**config.mk**
```make
export PLATFORM = sky130hd
export DESIGN_NAME = mmio_bus
export DESIGN_NICKNAME = d
export VERILOG_FILES = /design/src/rtl/mmio_pkg.sv /design/src/rtl/mmio_addr_decode.sv /design/src/rtl/mmio_bus.sv
export SDC_FILE = /design/constraint.sdc
export NUM_CORES = 1
export LEC_CHECK = 0
export BUFFER_PORTS_ARGS = -buffer_cell sky130_fd_sc_hd__buf_4
export CAP_MARGIN = 20
export CORE_MARGIN = 5
export CORE_UTILIZATION = 44
export CTS_CLUSTER_SIZE = 16
export DETAILED_ROUTE_END_ITERATION = 6
export PLACE_DENSITY_LB_ADDON = 0.3
export SLEW_MARGIN = 20
export SYNTH_ARGS = -nofsm -noshare
export SYNTH_HDL_FRONTEND = slang
export SYNTH_SLANG_ARGS = --single-unit
```
**constraint.sdc**
```tcl
create_clock -name clk -period 2.31 [get_ports clk]
set_input_delay 0.5775 -clock clk [delete_from_list [all_inputs] [get_ports clk]]
set_output_delay 0.5775 -clock clk [all_outputs]
set_load 0.01 [all_outputs]
```
**src/rtl/mmio_pkg.sv**
```systemverilog
// mmio_pkg -- shared definitions for the memory-mapped I/O interconnect.
//   busState_t      : bus controller states (IDLE / WAIT / RESP)
//   DEFAULT_ERR_DATA: load data returned on an unmapped access or timeout
//   *_BASE          : default channel windows for the board peripherals
//   onehot_lowest() : keeps only the lowest set bit of a match vector
package mmio_pkg;

    // Widest channel count the decoder supports.
    localparam int MAX_DEV = 16;

    typedef enum logic [1:0] {
        IDLE = 2'd0,
        WAIT = 2'd1,
        RESP = 2'd2
    } busState_t;

    localparam logic [31:0] DEFAULT_ERR_DATA = 32'hDEADBEEF;

    // Default peripheral windows, channel 0 upwards.
    localparam logic [31:0] HEX_BASE  = 32'hF0000000;
    localparam logic [31:0] LEDR_BASE = 32'hF0000004;
    localparam logic [31:0] KEY_BASE  = 32'hF0000010;
    localparam logic [31:0] SW_BASE   = 32'hF0000014;

    // Packed so that channel i occupies bits [i*32 +: 32].
    localparam logic [4*32-1:0] DEFAULT_DEV_BASE = {SW_BASE, KEY_BASE, LEDR_BASE, HEX_BASE};

    // Two's-complement trick: x & -x isolates the lowest set bit, which
    // gives the lowest-index-wins priority without a loop.
    function automatic logic [MAX_DEV-1:0] onehot_lowest(input logic [MAX_DEV-1:0] match);
        return match & (~match + 16'd1);
    endfunction

endpackage

```
**src/rtl/mmio_addr_decode.sv**
```systemverilog
// mmio_addr_decode -- combinational channel decoder.
//   addr : byte address of the request
//   hit  : at least one channel window matches
//   sel  : one-hot select of the lowest-index matching channel
// A channel matches when the masked address equals its masked base.
module mmio_addr_decode
    import mmio_pkg::*;
#(
    parameter int                     DBITS    = 32,
    parameter int                     NDEV     = 4,
    parameter logic [NDEV*DBITS-1:0]  DEV_BASE = DEFAULT_DEV_BASE,
    parameter logic [DBITS-1:0]       DEV_MASK = 32'hFFFFFFFC
) (
    input  logic [DBITS-1:0] addr,
    output logic             hit,
    output logic [NDEV-1:0]  sel
);

    logic [MAX_DEV-1:0] match;
    logic [MAX_DEV-1:0] first;

    // NOTE: every signal written in always_comb gets a default first, so no
    // path leaves it unassigned and no latch is inferred.
    always_comb begin
        match = '0;
        for (int i = 0; i < NDEV; i++) begin
            match[i] = (addr & DEV_MASK) == (DEV_BASE[i*DBITS +: DBITS] & DEV_MASK);
        end
    end

    assign first = onehot_lowest(match);
    assign sel   = first[NDEV-1:0];
    assign hit   = |first;

endmodule

```
**src/rtl/mmio_bus.sv**
```systemverilog
// mmio_bus -- memory-mapped I/O interconnect between the core load/store
// path and NDEV peripheral channels, with a registered request/response
// handshake, variable-latency device acknowledge and a bus timeout.
//
// Ports:
//   clk, reset            : clock, synchronous active-high reset
//   req_valid/req_we      : core request strobe, 1 = store
//   req_addr/req_wdata    : request byte address and store data
//   req_ready             : bus idle, request accepted on valid && ready
//   rsp_valid             : one-cycle response strobe
//   rsp_rdata/rsp_err     : load data (0 for stores) and error flag
//   dev_sel               : one-hot channel select, held until ack/timeout
//   dev_we/addr/wdata     : registered copy of the accepted request
//   dev_ack/dev_rdata     : per-channel completion and read data
//
// Build option: define MMIO_BUS_STATS_EN to map a statistics register
// {err_count, access_count} at STATS_ADDR (load reads, store clears).
module mmio_bus
    import mmio_pkg::*;
#(
    parameter int                     DBITS      = 32,
    parameter int                     NDEV       = 4,
    parameter logic [NDEV*DBITS-1:0]  DEV_BASE   = DEFAULT_DEV_BASE,
    parameter logic [DBITS-1:0]       DEV_MASK   = 32'hFFFFFFFC,
    parameter int                     TIMEOUT    = 16,
    parameter logic [DBITS-1:0]       ERR_DATA   = DEFAULT_ERR_DATA,
    parameter logic [DBITS-1:0]       STATS_ADDR = 32'hF00000F0
) (
    input  logic                    clk,
    input  logic                    reset,
    input  logic                    req_valid,
    input  logic                    req_we,
    input  logic [DBITS-1:0]        req_addr,
    input  logic [DBITS-1:0]        req_wdata,
    output logic                    req_ready,
    output logic                    rsp_valid,
    output logic [DBITS-1:0]        rsp_rdata,
    output logic                    rsp_err,
    output logic [NDEV-1:0]         dev_sel,
    output logic                    dev_we,
    output logic [DBITS-1:0]        dev_addr,
    output logic [DBITS-1:0]        dev_wdata,
    input  logic [NDEV-1:0]         dev_ack,
    input  logic [NDEV*DBITS-1:0]   dev_rdata
);

    localparam int              CNT_W     = $clog2(TIMEOUT) + 1;
    localparam logic [CNT_W-1:0] LAST_WAIT = CNT_W'(TIMEOUT - 1);

    busState_t          state;
    logic [CNT_W-1:0]   waitCount;
    logic               decHit;
    logic [NDEV-1:0]    decSel;
    logic [DBITS-1:0]   selData;
    logic               ackSeen;
    logic               statsHit;
    logic [DBITS-1:0]   statsValue;

    mmio_addr_decode #(
        .DBITS    (DBITS),
        .NDEV     (NDEV),
        .DEV_BASE (DEV_BASE),
        .DEV_MASK (DEV_MASK)
    ) u_decode (
        .addr (req_addr),
        .hit  (decHit),
        .sel  (decSel)
    );

    // Read data of the channel currently selected.
    always_comb begin
        selData = '0;
        for (int i = 0; i < NDEV; i++) begin
            if (dev_sel[i]) selData = dev_rdata[i*DBITS +: DBITS];
        end
    end

    // Acks from channels other than the selected one are masked off here.
    assign ackSeen = |(dev_ack & dev_sel);

`ifdef MMIO_BUS_STATS_EN
    logic [15:0] accessCount;
    logic [15:0] errCount;
    logic        accessEvent;
    logic        errEvent;
    logic        clearEvent;

    assign statsHit    = (req_addr == STATS_ADDR);
    assign statsValue  = DBITS'({errCount, accessCount});
    assign clearEvent  = (state == IDLE) && req_valid && statsHit && req_we;
    assign accessEvent = (state == IDLE) && req_valid && !statsHit && decHit;
    assign errEvent    = ((state == IDLE) && req_valid && !statsHit && !decHit) ||
                         ((state == WAIT) && !ackSeen && (waitCount == LAST_WAIT));

    always_ff @(posedge clk) begin
        if (reset || clearEvent) begin
            accessCount <= '0;
            errCount    <= '0;
        end else begin
            if (accessEvent && accessCount != 16'hFFFF) accessCount <= accessCount + 16'd1;
            if (errEvent && errCount != 16'hFFFF)       errCount    <= errCount + 16'd1;
        end
    end
`else
    // No statistics register: STATS_ADDR decodes like any other address.
    assign statsHit   = 1'b0;
    assign statsValue = '0;
`endif

    // NOTE: sequential state uses non-blocking assignments only, so every
    // register samples the pre-edge values regardless of statement order.
    always_ff @(posedge clk) begin
        if (reset) begin
            state     <= IDLE;
            req_ready <= 1'b1;
            rsp_valid <= 1'b0;
            rsp_err   <= 1'b0;
            rsp_rdata <= '0;
            dev_sel   <= '0;
            dev_we    <= 1'b0;
            dev_addr  <= '0;
            dev_wdata <= '0;
            waitCount <= '0;
        end else begin
            rsp_valid <= 1'b0;
            case (state)
                IDLE: begin
                    if (req_valid) begin
                        dev_we    <= req_we;
                        dev_addr  <= req_addr;
                        dev_wdata <= req_wdata;
                        req_ready <= 1'b0;
                        if (statsHit) begin
                            // Served locally: straight to RESP, no channel.
                            rsp_err   <= 1'b0;
                            rsp_rdata <= req_we ? '0 : statsValue;
                            rsp_valid <= 1'b1;
                            state     <= RESP;
                        end else if (decHit) begin
                            dev_sel   <= decSel;
                            waitCount <= '0;
                            state     <= WAIT;
                        end else begin
                            rsp_err   <= 1'b1;
                            rsp_rdata <= req_we ? '0 : ERR_DATA;
                            rsp_valid <= 1'b1;
                            state     <= RESP;
                        end
                    end
                end
                WAIT: begin
                    // Ack is tested first so it wins over a same-cycle timeout.
                    if (ackSeen) begin
                        rsp_err   <= 1'b0;
                        rsp_rdata <= dev_we ? '0 : selData;
                        dev_sel   <= '0;
                        rsp_valid <= 1'b1;
                        state     <= RESP;
                    end else if (waitCount == LAST_WAIT) begin
                        rsp_err   <= 1'b1;
                        rsp_rdata <= dev_we ? '0 : ERR_DATA;
                        dev_sel   <= '0;
                        rsp_valid <= 1'b1;
                        state     <= RESP;
                    end else begin
                        waitCount <= waitCount + 1'b1;
                    end
                end
                RESP: begin
                    req_ready <= 1'b1;
                    state     <= IDLE;
                end
                default: begin
                    req_ready <= 1'b1;
                    dev_sel   <= '0;
                    state     <= IDLE;
                end
            endcase
        end
    end

endmodule

```
# --- Yosys cells after proc, flatten, opt, wreduce, memory -nomap -nowiden ---
# Index checks and enable logic that the tools add are counted.
word_totals:
  regBits: 111
  elab_cells: 79
  input_bits: 200
  output_inout_bits: 104
op_classes:
  addsub: 2
  bitwise_logic: 5
  muxes: 39
  eq_ne: 13
  n_reduce_logical: 10
ops:
  columns: ["op", "count"]
  rows:
  - ["$mux W32", 11]
  - ["$eq A30 B30 Y1 const B", 4]
  - ["$pmux W32 S2", 1]
  - ["$mux W5", 4]
  - ["$add A16 B1 Y16 const B", 1]
  - ["$and A4 B16 Y16", 1]
  - ["$mux W4", 4]
  - ["$not A4 Y16", 1]
  - ["$reduce_or A16 Y1", 1]
  - ["$pmux W4 S3", 1]
  - ["$ne A2 B2 Y1 const B", 5]
  - ["$pmux W5 S2", 1]
  - ["$mux W1", 9]
  - ["$mux W2", 4]
  - ["$reduce_and A4 Y1", 2]
  - ["$pmux W1 S2", 3]
  - ["$reduce_and A2 Y1", 3]
  - ["$add A5 B1 Y5 const B", 1]
  - ["$eq A5 B4 Y1 const B", 1]
  - ["$reduce_and A5 Y1", 1]
  - ["$and A4 B4 Y4", 1]
  - ["$pmux W2 S2", 1]
  - ["$reduce_or A4 Y1", 1]
  - ["$ne A3 B3 Y1 const B", 1]
  - ["other kinds (5)", 6]

# --- Depth between registers and ports, before layout ---
logic_depth:
  ltp_word: 8
  mapped_depth: 8
  depth_no_buf: 7

# --- Hierarchy ---
# From an unflattened synthesis, not the netlist that was laid out.
hier_totals:
  cells_unflattened: 665
  area_unflattened_um2: 5358.9
by_module_without_submodules:
  columns: ["module", "seq_area_each_um2", "area_each_um2", "n_inst", "cells_each"]
  rows:
  - ["mmio_bus", 2222.1, 5215.0, 1, 645]
  - ["mmio_addr_decode", 0.0, 143.9, 1, 20]

# --- Worst setup path after synthesis ---
# OpenSTA, ideal clock, no wires.
synth_timing:
  kind: "input to register"
  startpoint: "in req_addr[6]"
  endpoint: "reg rsp_rdata[10]"
  required_time_ns: 2.158
  setup_ns: 0.152
  slack_ns: 0.357
  path_buffers: 2
  stages: 7
  arrival_time_ns: 1.801
  cell_sequence: "nor4_2 -> nand4_2 -> o21ai_4 -> and2_4 -> buf_6 -> buf_6 -> a221oi_2"
synth_via:
  elab_chain_len: 7
  elab_cells_between_ends: 10
  cone_classes: "add/sub (1); eq/ne (5); bitwise (2); reduce/logical (2)"
synth_rtl:
  columns: ["item", "line", "rtl"]
  rows:
  - ["start, declared", "mmio_bus.sv:33", "input logic [DBITS-1:0] req_addr,"]
  - ["$eq A30 B30 Y1", "mmio_addr_decode.sv:27", "match[i] = (addr & DEV_MASK) == (DEV_BASE[i*DBITS +: DBITS] & DEV_MASK);"]
  - ["$not A4 Y16", "mmio_pkg.sv:31", "return match & (~match + 16'd1);"]
  - ["$add A16 B1 Y16", "mmio_pkg.sv:31", null]
  - ["$and A4 B16 Y16 (*)", "mmio_pkg.sv:31", null]
  - ["$reduce_or A16 Y1 (*)", "mmio_addr_decode.sv:33", "assign hit = |first;"]
  - ["$ne A2 B2 Y1 (no line) (*)", null, null]
  - ["$reduce_and A4 Y1 (no line) (*)", null, null]
  - ["end signal, assigned", "mmio_bus.sv:136", "rsp_rdata <= req_we ? '0 : statsValue;"]
  - ["end signal, assigned", "mmio_bus.sv:145", "rsp_rdata <= req_we ? '0 : ERR_DATA;"]
  - ["end signal, assigned", "mmio_bus.sv:155", "rsp_rdata <= dev_we ? '0 : selData;"]
  - ["end, declared", "mmio_bus.sv:37", "output logic [DBITS-1:0] rsp_rdata,"]
# Every way passes the cells marked *; elsewhere a longest branch is shown, timed or not.
# A chain may end at the register's enable or synchronous reset.

# --- Worst setup path in the final report ---
layout_timing:
  startpoint: "reg waitCount[0]"
  endpoint: "reg dev_sel[2]"
layout_via:
  elab_chain_len: 3
layout_rtl:
  columns: ["item", "line", "rtl"]
  rows:
  - ["start, declared", "mmio_bus.sv:51", "logic [CNT_W-1:0] waitCount;"]
  - ["start signal, assigned", "mmio_bus.sv:166", "waitCount <= waitCount + 1'b1;"]
  - ["$eq A5 B4 Y1", "mmio_bus.sv:159", "end else if (waitCount == LAST_WAIT) begin"]
  - ["$ne A3 B3 Y1 (no line)", null, null]
  - ["$reduce_and A4 Y1 (no line)", null, null]
  - ["end signal, assigned", "mmio_bus.sv:140", "dev_sel <= decSel;"]
  - ["end, declared", "mmio_bus.sv:39", "output logic [NDEV-1:0] dev_sel,"]
# No other way between the ends.

==> flow_summary.json <==
{
  "area_growth_pct": 51.4,
  "outcome": "complete, no violations",
  "synth_most_common_cell": "nand2_1",
  "criticalPathCategory": "flip-flop to flip-flop",
  "timing.rr.end": "dev_sel[2]",
  "path_common_cell": "ha_1",
  "synth-seq-cells": 111,
  "post_synth_inst_count": 642,
  "synthesis.nets": 844,
  "synth_top_area_cell": "dfxtp_1",
  "final_period_minus_worst_setup_slack_ns": 2.06,
  "floorplan.core_area_um2": 11900,
  "io_buffer_count": 303,
  "numCtsBuffers": 9,
  "drc": 0,
  "critical_path.reg2reg.startpoint": "waitCount[0]",
  "finalHoldViolCount": 0,
  "design.die.area_um2": 14200,
  "highest_clock_frequency_the_design_can_meet_mhz": 485,
  "initial_antenna_violation_count": 0,
  "yosys-top-cells-count": "nand2_1, dfxtp_1, a21oi_1, a221oi_1, nor2b_1",
  "boundaryPins": 304,
  "synthesis.area_per_instance_um2": 8.19,
  "timing.critical_path.fanout_max": 8,
  "synth-edff-count": 0,
  "p_leak_nw": 3.38,
  "ys_types": 51,
  "holdCritStartpoint": "req_addr[4]",
  "cell_at_the_root_of_the_clock_tree": "clkbuf_16",
  "finalWorstSetupSlack_ns": 0.249,
  "slowest_stage": "and4b_1",
  "clk_path_buf_depth": 2,
  "critPathLaunchType": "flip-flop",
  "worst_clock_skew_ns": 0.00757,
  "post_cts_resized": 0,
  "die_h_um": 119,
  "dr.first_iter.drc_count": 445,
  "critPathRequiredTime_ns": 2.59,
  "worst-r2r-setup-slack_ns": 0.25,
  "grt_overflow": 0,
  "synthFlopType": "dfxtp_1",
  "layout.nets": 1118,
  "cts_max_level": 3,
  "die_x_um": 119,
  "max-cap-violations": 0,
  "final-max-slew-violation-count": 0,
  "ir_drop_uv": 322,
  "asyncSetResetFlopFracSynth_pct": 0,
  "fp-row-count": 40,
  "critical-path-max-stage-delay_ns": 0.44,
  "first_global_vias": 5390,
  "vias_after_detailed_routing": 5646,
  "tritoncts_clock_tree": "built",
  "min_path_type": "input pin to flip-flop",
  "max_slew.worst_pin.slew_ns": 0.698,
  "ys.warnings.count": 0,
  "clkSinkCount": 111,
  "antenna-diode-count": 0,
  "ys_seq_area_share_pct": 42.3,
  "initial_core_util_pct": 44.3,
  "wire_per_inst_um": 16.4,
  "cts_hold_repair.buffers": 0,
  "synthTopCellsByArea": "dfxtp_1, nand2_1, a21oi_1, a221oi_1, nor2b_1",
  "setup_viol": 0,
  "timing.hold.worst_endpoint": "dev_sel[1]",
  "drive_above_1_share_pct": 40.0,
  "vias_per_cell": 5.29,
  "synth_top_area_share_pct": 42.3,
  "worst_skew_pair.late_latency_ns": 0.34,
  "powerDensity_nw_per_um2": 562,
  "post-route-util_pct": 67.1,
  "grt.total_usage_pct": 23.6,
  "grt_pass1_wl_mm": 27.3,
  "fin_crit_sh_pct": 89.2,
  "clock_pin_slew_reported_for_the_worst_setup_and_hold_paths_after_clock_tree_synthesis_ns": 0.07,
  "drt_wl_total_mm": 17.5,
  "worst-endpoint-arrival_ns": 2.34,
  "end_kind": "flip-flop",
  "grt_start_max_net_pins": 68,
  "gpl.final_weighted_congestion": 0.841,
  "path_cells": "ha_1 > and3_1 > ha_1 > and4b_1 > nor2_1 > a21oi_1 > a22o_1",
  "max_slew_margin_pct": 53.3,
  "rsz0062_at_grt": "no",
  "place_worst_setup_slack_ns": -0.105,
  "cts_setup_buffers": 0,
  "rr_worst_depth": 7,
  "drt_pre_antenna_iters": 6,
  "area_of_the_mapped_netlist_um2": 5260,
  "antenna_violating_nets_post_route": 0,
  "place_hpwl_mm": 13.5,
  "cell_depth_of_the_worst_min_delay_path": 2
}
-- state kept, by name, summed over array words and instances (netlist names) --
register / cells
dev_we: 1
state: 2
dev_addr: 32
req_ready: 1
rsp_rdata: 32
rsp_valid: 1
dev_sel: 4
rsp_err: 1
dev_wdata: 32
waitCount: 5
-- area by class of cell --
class                   instances  area, um^2
multi-input cells             449        2680
fillers                      1052        3910
inverters                      24        90.1
clock buffers                  12         267
repair buffers                321        2460
clock inverters                 4        51.3
well taps                     147         184
flip-flops and latches        111        2220
-- cells by family after synthesis --
logic type | Yosys count | share of synthesized area (%)
AND/OR/NAND/NOR | 258 | 23.4
AO/OA/AOI/OAI | 189 | 27.0
flip-flops | 111 | 42.3
buffers and inverters | 82 | 6.86
adder cells (fa/ha/maj) | 2 | 0.476
-- critical path: cells and delay by family (launching register included) --
| family | cells | cell delay [ns] |
|---|---|---|
| compound gates | 2 | 0.48 |
| fa+ha+maj | 2 | 0.46 |
| flops | 1 | 0.35 |
| simple gates | 3 | 0.72 |
-- cell usage in the layout (no fill, tap or decap), types with 3 or more instances in the layout --
cell type | netlist | routed
buf_4 | 3 | 317
nand2_1 | 175 | 174
dfxtp_1 | 111 | 109
a21oi_1 | 75 | 75
a221oi_1 | 39 | 39
nor2b_1 | 36 | 35
inv_1 | 24 | 24
o311ai_0 | 13 | 13
a221oi_2 | 13 | 13
nor3_1 | 11 | 11
o2bb2ai_1 | 10 | 10
clkbuf_16 | 0 | 9
o21ai_0 | 8 | 8
o31ai_1 | 7 | 7
nor2_1 | 6 | 6
o311ai_1 | 6 | 6
nand4b_1 | 5 | 5
o21ai_1 | 5 | 5
buf_12 | 0 | 4
o21ai_4 | 3 | 3
clkbuf_8 | 0 | 3
-- layer usage --
metal | track usage, % | routed length, um | vias up | part of all wire, %
met5 | 0 | 0 | - | 0
met4 | 8.02 | 490 | 0 | 2.8
met3 | 6.65 | 1490 | 29 | 8.5
met2 | 39.8 | 8440 | 216 | 48
met1 | 28.8 | 7050 | 2575 | 40
li1 | - | - | 2826 | -
-- report_power, final --
group / internal [W] / switching [W]
clock: 0.000932 / 0.000672
sequential: 0.00202 / 0.0000552
combinational: 0.000440 / 0.000351
total: 0.00339 / 0.00108
-- worst max path at each step --
| stage | slack, ns | start | cells past startpoint | to |
|---|---|---|---|---|
| final | 0.25 | waitCount[0] | 7 | dev_sel[2] |
| after global routing | 0.12 | waitCount[0] | 7 | dev_sel[2] |
| after CTS | 0.25 | waitCount[0] | 7 | dev_sel[2] |
| after detailed placement | -0.10 | req_addr[25] | 7 | dev_sel[0] |
| after global placement | -0.06 | req_addr[25] | 7 | dev_sel[2] |
| after floorplan | 0.36 | req_addr[6] | 7 | rsp_rdata[10] |
-- stage by stage --
stage | power, W | setup TNS (ns) | std cells | cell area, um^2 | hold WS, ns
after floorplan | 0.00240 | 0 | 642 | 5260 | 0.443
after global placement | 0.00290 | -0.266 | 1052 | 7640 | 0.443
after detailed placement | 0.00291 | -0.390 | 1052 | 7640 | 0.447
after CTS | 0.00452 | 0 | 1068 | 7960 | 0.432
after global routing | 0.00469 | 0 | 1068 | 7960 | 0.443
final | 0.00447 | 0 | 1068 | 7960 | 0.444
No activity file was read; power rests on OpenSTA's default activity.
